## src/rtl/uart_pkg.sv

```systemverilog
// Shared UART receive definitions: default frame width, parity selectors and
// the receiver control FSM state encoding.
package uart_pkg;

  localparam int unsigned DATA_WIDTH_DEF = 8;

  localparam bit PARITY_EVEN = 1'b0;
  localparam bit PARITY_ODD  = 1'b1;

  typedef enum logic [1:0] {
    ST_IDLE   = 2'b00,
    ST_DATA   = 2'b01,
    ST_PARITY = 2'b10,
    ST_STOP   = 2'b11
  } rx_state_e;

  // Map the FSM strobes onto the phase they encode; checkstop > load > shift.
  function automatic rx_state_e strobe_phase(input logic shift,
                                             input logic load,
                                             input logic checkstop);
    if (checkstop) return ST_STOP;
    if (load)      return ST_PARITY;
    if (shift)     return ST_DATA;
    return ST_IDLE;
  endfunction

endpackage

```

## src/rtl/uart_rx_sipo.sv

```systemverilog
// Serial-in/parallel-out data register with saturating bit counter and
// running parity accumulator for the UART receiver.
module uart_rx_sipo
  import uart_pkg::*;
#(
  parameter int unsigned DATA_WIDTH = DATA_WIDTH_DEF
) (
  input  logic                  clk,
  input  logic                  rst_n,
  input  logic                  clear,
  input  logic                  shift_en,
  input  logic                  rx_in,
  output logic [DATA_WIDTH-1:0] shreg,
  output logic                  parity_acc,
  output logic                  full_c
);

  localparam int unsigned CNT_W = $clog2(DATA_WIDTH + 1);

  logic [DATA_WIDTH-1:0] shreg_q, shreg_d;
  logic [CNT_W-1:0]      bit_cnt_q, bit_cnt_d;
  logic                  acc_q, acc_d;

  assign full_c     = (bit_cnt_q == CNT_W'(DATA_WIDTH));
  assign shreg      = shreg_q;
  assign parity_acc = acc_q;

  // LSB-first capture: new bit enters at the MSB and walks down.
  always_comb begin
    shreg_d   = shreg_q;
    bit_cnt_d = bit_cnt_q;
    acc_d     = acc_q;
    if (clear) begin
      shreg_d   = '0;
      bit_cnt_d = '0;
      acc_d     = 1'b0;
    end else if (shift_en && !full_c) begin
      shreg_d   = {rx_in, shreg_q[DATA_WIDTH-1:1]};
      bit_cnt_d = bit_cnt_q + CNT_W'(1);
      acc_d     = acc_q ^ rx_in;
    end
  end

  always_ff @(posedge clk or negedge rst_n) begin
    if (!rst_n) begin
      shreg_q   <= '0;
      bit_cnt_q <= '0;
      acc_q     <= 1'b0;
    end else begin
      shreg_q   <= shreg_d;
      bit_cnt_q <= bit_cnt_d;
      acc_q     <= acc_d;
    end
  end

endmodule

```

## src/rtl/uart_rx_shift_unit.sv

```systemverilog
// UART receive datapath: captures data/parity/stop bits on FSM strobes and
// presents completed frames to the host with a valid/read handshake.
module uart_rx_shift_unit #(
  parameter int unsigned DATA_WIDTH = uart_pkg::DATA_WIDTH_DEF,
  parameter bit          PARITY_ODD = uart_pkg::PARITY_EVEN
) (
  input  logic                  clk,
  input  logic                  reset,
  input  logic                  rx_in,
  input  logic                  shift,
  input  logic                  load,
  input  logic                  checkstop,
  input  logic                  rd_en,
  output logic [DATA_WIDTH-1:0] data_out,
  output logic                  data_valid,
  output logic                  paritybiterror,
  output logic                  framing_error,
  output logic                  overrun_error
);

  uart_pkg::rx_state_e phase_c;

  logic [DATA_WIDTH-1:0] shreg;
  logic                  parity_acc;
  logic                  full_c;
  logic                  load_rise_c, stop_rise_c;

  logic                  in_parity_q, in_parity_d;
  logic                  in_stop_q, in_stop_d;
  logic                  short_frame_q, short_frame_d;
  logic [DATA_WIDTH-1:0] data_out_q, data_out_d;
  logic                  data_valid_q, data_valid_d;
  logic                  parity_err_q, parity_err_d;
  logic                  framing_err_q, framing_err_d;
  logic                  overrun_q, overrun_d;

  assign phase_c     = uart_pkg::strobe_phase(shift, load, checkstop);
  assign load_rise_c = (phase_c == uart_pkg::ST_PARITY) && !in_parity_q;
  assign stop_rise_c = (phase_c == uart_pkg::ST_STOP) && !in_stop_q;

  uart_rx_sipo #(
    .DATA_WIDTH (DATA_WIDTH)
  ) u_sipo (
    .clk        (clk),
    .rst_n      (reset),
    .clear      (phase_c == uart_pkg::ST_IDLE),
    .shift_en   (phase_c == uart_pkg::ST_DATA),
    .rx_in      (rx_in),
    .shreg      (shreg),
    .parity_acc (parity_acc),
    .full_c     (full_c)
  );

  // Completion wins over a same-cycle read: valid stays set, overrun is not raised.
  always_comb begin
    in_parity_d   = (phase_c == uart_pkg::ST_PARITY);
    in_stop_d     = (phase_c == uart_pkg::ST_STOP);
    short_frame_d = short_frame_q;
    data_out_d    = data_out_q;
    data_valid_d  = data_valid_q;
    parity_err_d  = parity_err_q;
    framing_err_d = framing_err_q;
    overrun_d     = overrun_q;

    if (load_rise_c) begin
      parity_err_d  = parity_acc ^ rx_in ^ PARITY_ODD;
      short_frame_d = !full_c;
    end

    if (rd_en && data_valid_q) begin
      data_valid_d = 1'b0;
      overrun_d    = 1'b0;
    end

    if (stop_rise_c) begin
      data_out_d    = shreg;
      framing_err_d = !rx_in || short_frame_q;
      data_valid_d  = 1'b1;
      short_frame_d = 1'b0;
      if (data_valid_q && !rd_en) overrun_d = 1'b1;
    end
  end

  always_ff @(posedge clk or negedge reset) begin
    if (!reset) begin
      in_parity_q   <= 1'b0;
      in_stop_q     <= 1'b0;
      short_frame_q <= 1'b0;
      data_out_q    <= '0;
      data_valid_q  <= 1'b0;
      parity_err_q  <= 1'b0;
      framing_err_q <= 1'b0;
      overrun_q     <= 1'b0;
    end else begin
      in_parity_q   <= in_parity_d;
      in_stop_q     <= in_stop_d;
      short_frame_q <= short_frame_d;
      data_out_q    <= data_out_d;
      data_valid_q  <= data_valid_d;
      parity_err_q  <= parity_err_d;
      framing_err_q <= framing_err_d;
      overrun_q     <= overrun_d;
    end
  end

  assign data_out       = data_out_q;
  assign data_valid     = data_valid_q;
  assign paritybiterror = parity_err_q;
  assign framing_error  = framing_err_q;
  assign overrun_error  = overrun_q;

  // The FSM must never raise more than one phase strobe at a time.
  strobe_onehot_a: assert property (@(posedge clk) disable iff (!reset)
    $onehot0({shift, load, checkstop}))
    else $error("uart_rx_shift_unit: conflicting shift/load/checkstop strobes");

endmodule
```

## config.mk

```make
export PLATFORM = sky130hd
export DESIGN_NAME = uart_rx_shift_unit
export DESIGN_NICKNAME = d
export VERILOG_FILES = /design/src/rtl/uart_pkg.sv /design/src/rtl/uart_rx_sipo.sv /design/src/rtl/uart_rx_shift_unit.sv
export SDC_FILE = /design/constraint.sdc
export NUM_CORES = 1
export LEC_CHECK = 0
export CORE_MARGIN = 2
export CORE_UTILIZATION = 55
export CTS_CLUSTER_SIZE = 20
export DETAILED_ROUTE_END_ITERATION = 10
export PLACE_DENSITY_LB_ADDON = 0.25
export SLEW_MARGIN = 5
export SYNTH_ARGS = -nofsm -noshare
export SYNTH_HDL_FRONTEND = slang
export SYNTH_HIERARCHICAL = 1
export SYNTH_SLANG_ARGS = --single-unit
```

## constraint.sdc

```tcl
create_clock -name clk -period 4.2 [get_ports clk]
set_input_delay 0.63 -clock clk [delete_from_list [all_inputs] [get_ports clk]]
set_output_delay 0.63 -clock clk [all_outputs]
set_load 0.02 [all_outputs]
```

==> run summary <==
final worst setup slack - 1810 ps
row cnt - 17
Hold WS - 510 ps
first-pass GRT wire length - 3.48 mm
total core area - 2190 um2
vias in the first global route - 757
initial antenna violation count - 0
root buf cell - clkbuf_4
CTS sink cnt - 28
Ports - 19
# diodes - 0
Overflow after GRT - 0
Die Height - 51.8 um
Via density - 5.48
FF-to-FF Start - u_sipo/bit_cnt_q[0]
Net Sw Power - 140 uW
RSZ-0062 raised after global routing - no
Resize count post-CTS - 0
CP Max Fanout - 10
R2R setup slack - 2740 ps
post-layout min period - 2390 ps
pre-CTS setup slack - 1480 ps
Remaining DRCs - 0
CP required - 4420 ps
number of synthesized flops with an enable pin - 0
Die Footprint - 2680 um2
count leader, synth - dfrtp_1
Seq cells post-synth - 28
Seq/Total Area, Yosys - 55.8%
wire length per cell - 13.9 um
skew final - 1.45 ps
Die X - 51.8 um
Main synth FF type - dfrtp_1
internal power - 394 uW
number of I/O port buffers - 18
post-route core utilization - 68.0%
post-synthesis cell type count - 30
fill count - 150
relative slew slack - 33.9%
max-slew violation count - 0
Worst setup SP type - input pin
clk_lat worst skew - 320 ps
DR iter-0 viols - 26
CTS Buf Count - 3
final hold vios - 0
Logic pwr share - 18.4%
Tot GR Track Use - 17.6%
Synth top cells by count - 28 x dfrtp_1, 8 x a21oi_1, 7 x nand3_1
Nets - 134
Area growth syn-to-layout - 18.6%
Peak VDD IR - 0.258 mV
Setup Crit Path Kind - in2reg
sequential share of power - 57.5%
H-tree level count - 1
hold path startpoint - u_sipo/shreg[0]
Syn Inst Count - 104
CTS max path bufs - 2
TNS Setup - 0 ps
Tcrit/Tclk final - 56.8%
Starting Density - 57.3%
Ys Warns - 6
Post-CTS Repair Setup Buffers - 0
largest net degree at the start of global routing - 19
Power per Cell Area - 358 nW/um2
Arrival @ worst endpoint - 2600 ps
drt pass-1 iters - 4
leakage - 0.000699 uW
asr flop ratio synth - 100%
Fmax achieved - 419 MHz
area leader, netlist - dfrtp_1
Worst Tran Pin Value - 990 ps
crit path capture type - register
setup violators final - 0
ranking of synthesized cells by area - dfrtp_1 56%, mux2_4 7.2%, a21oi_1 3.2%
Syn Area/Cell - 12.1 um2
Max-Cap Viols - 0
Power, Total - 534 uW
mapped cell area - 1260 um2
hold_buf cts - 0
total routed wirelength - 2.11 mm
CTS tree - built
Sw Ratio - 26.2%
Clk pwr share - 24.0%
Reg clk slew, reported paths - 140 ps
status - finished, final reports clean
vias - 833
post-route ant nets - 0
routability cong. - 0.793
Synth top area share - 55.8%
worst min path class - reg2reg
Critical path origin - checkstop
Synth Net Count - 113
Final HPWL DP - 1.52 mm
share of cells above drive strength 1 - 15.3%
flip-flops by register name, indices dropped and copies added (netlist names), named ones only:
name               count
in_stop_q              1
paritybiterror         1
short_frame_q          1
u_sipo/parity_acc      1
data_valid             1
u_sipo/shreg           8
data_out               8
in_parity_q            1
framing_error          1
u_sipo/bit_cnt_q       4
worst max-delay path, cell delays in order:
cell,delay [ps]
clkdlybuf4s50_1,530
nor3b_1,850
nand3_1,220
mux2_1,380
power groups by stage:
stage                     combinational (uW)  sequential, uW  clock, uW
final                                   98.4             307        128
after detailed placement                99.1             313          0
after global placement                  96.8             310          0
after global routing                     108             310        142
after CTS                               99.5             307        131
after floorplan                         46.6             322          0
logic make-up after synthesis:
logic type	synth area share, %
XOR/XNOR	1.39
AO/OA/AOI/OAI	8.47
multiplexers	13.9
flip-flops	55.8
buffers and inverters	4.58
AND/OR/NAND/NOR	13.8
adder cells (fa/ha/maj)	1.99
layout make-up:
type                    instances  area, um2  share of cell area, %
multi-input cells              66        498                   33.4
clock buffers                   4       36.3                   2.43
well taps                      28       35.0                   2.35
flip-flops and latches         28        701                   47.0
repair buffers                 20        195                   13.1
inverters                       6       25.0                   1.68
layer usage:
layer  vias to the layer above  track usage [%]  routed length (um)  part of all wire, %
met4                         0             6.14                  20                 0.95
li1                        396                -                   -                    -
met3                         4             3.16                 109                  5.2
met5                         -                0                   0                    0
met2                        30             28.6                1030                   49
met1                       403             23.8                 954                   45
metrics by stage:
stage | cell area [um2] | cells
2_1_floorplan | 1260 | 104
3_5_place_dp | 1450 | 148
5_1_grt | 1490 | 152
6_report | 1490 | 152
4_1_cts | 1490 | 152
3_3_place_gp | 1450 | 148
placed cells by master (no fill, tap or decap), types with 4 or more instances in the layout:
cell type	n
o21ai_0	6
dfrtp_1	28
clkdlybuf4s50_1	18
mux2i_1	4
mux2_4	6
nor2_1	4
nand2b_1	6
inv_1	5
a21oi_1	8
nand3_1	7
final timing paths:
kind                                     end  cells after the start
max                        u_sipo/parity_acc                      4
min                              data_out[0]                      1
max reg2reg                u_sipo/parity_acc                      5
min reg2reg                      data_out[0]                      1
max in group asynchronous        in_parity_q                      2
min in group asynchronous         data_valid                      1
No activity file was read; power rests on OpenSTA's default activity.
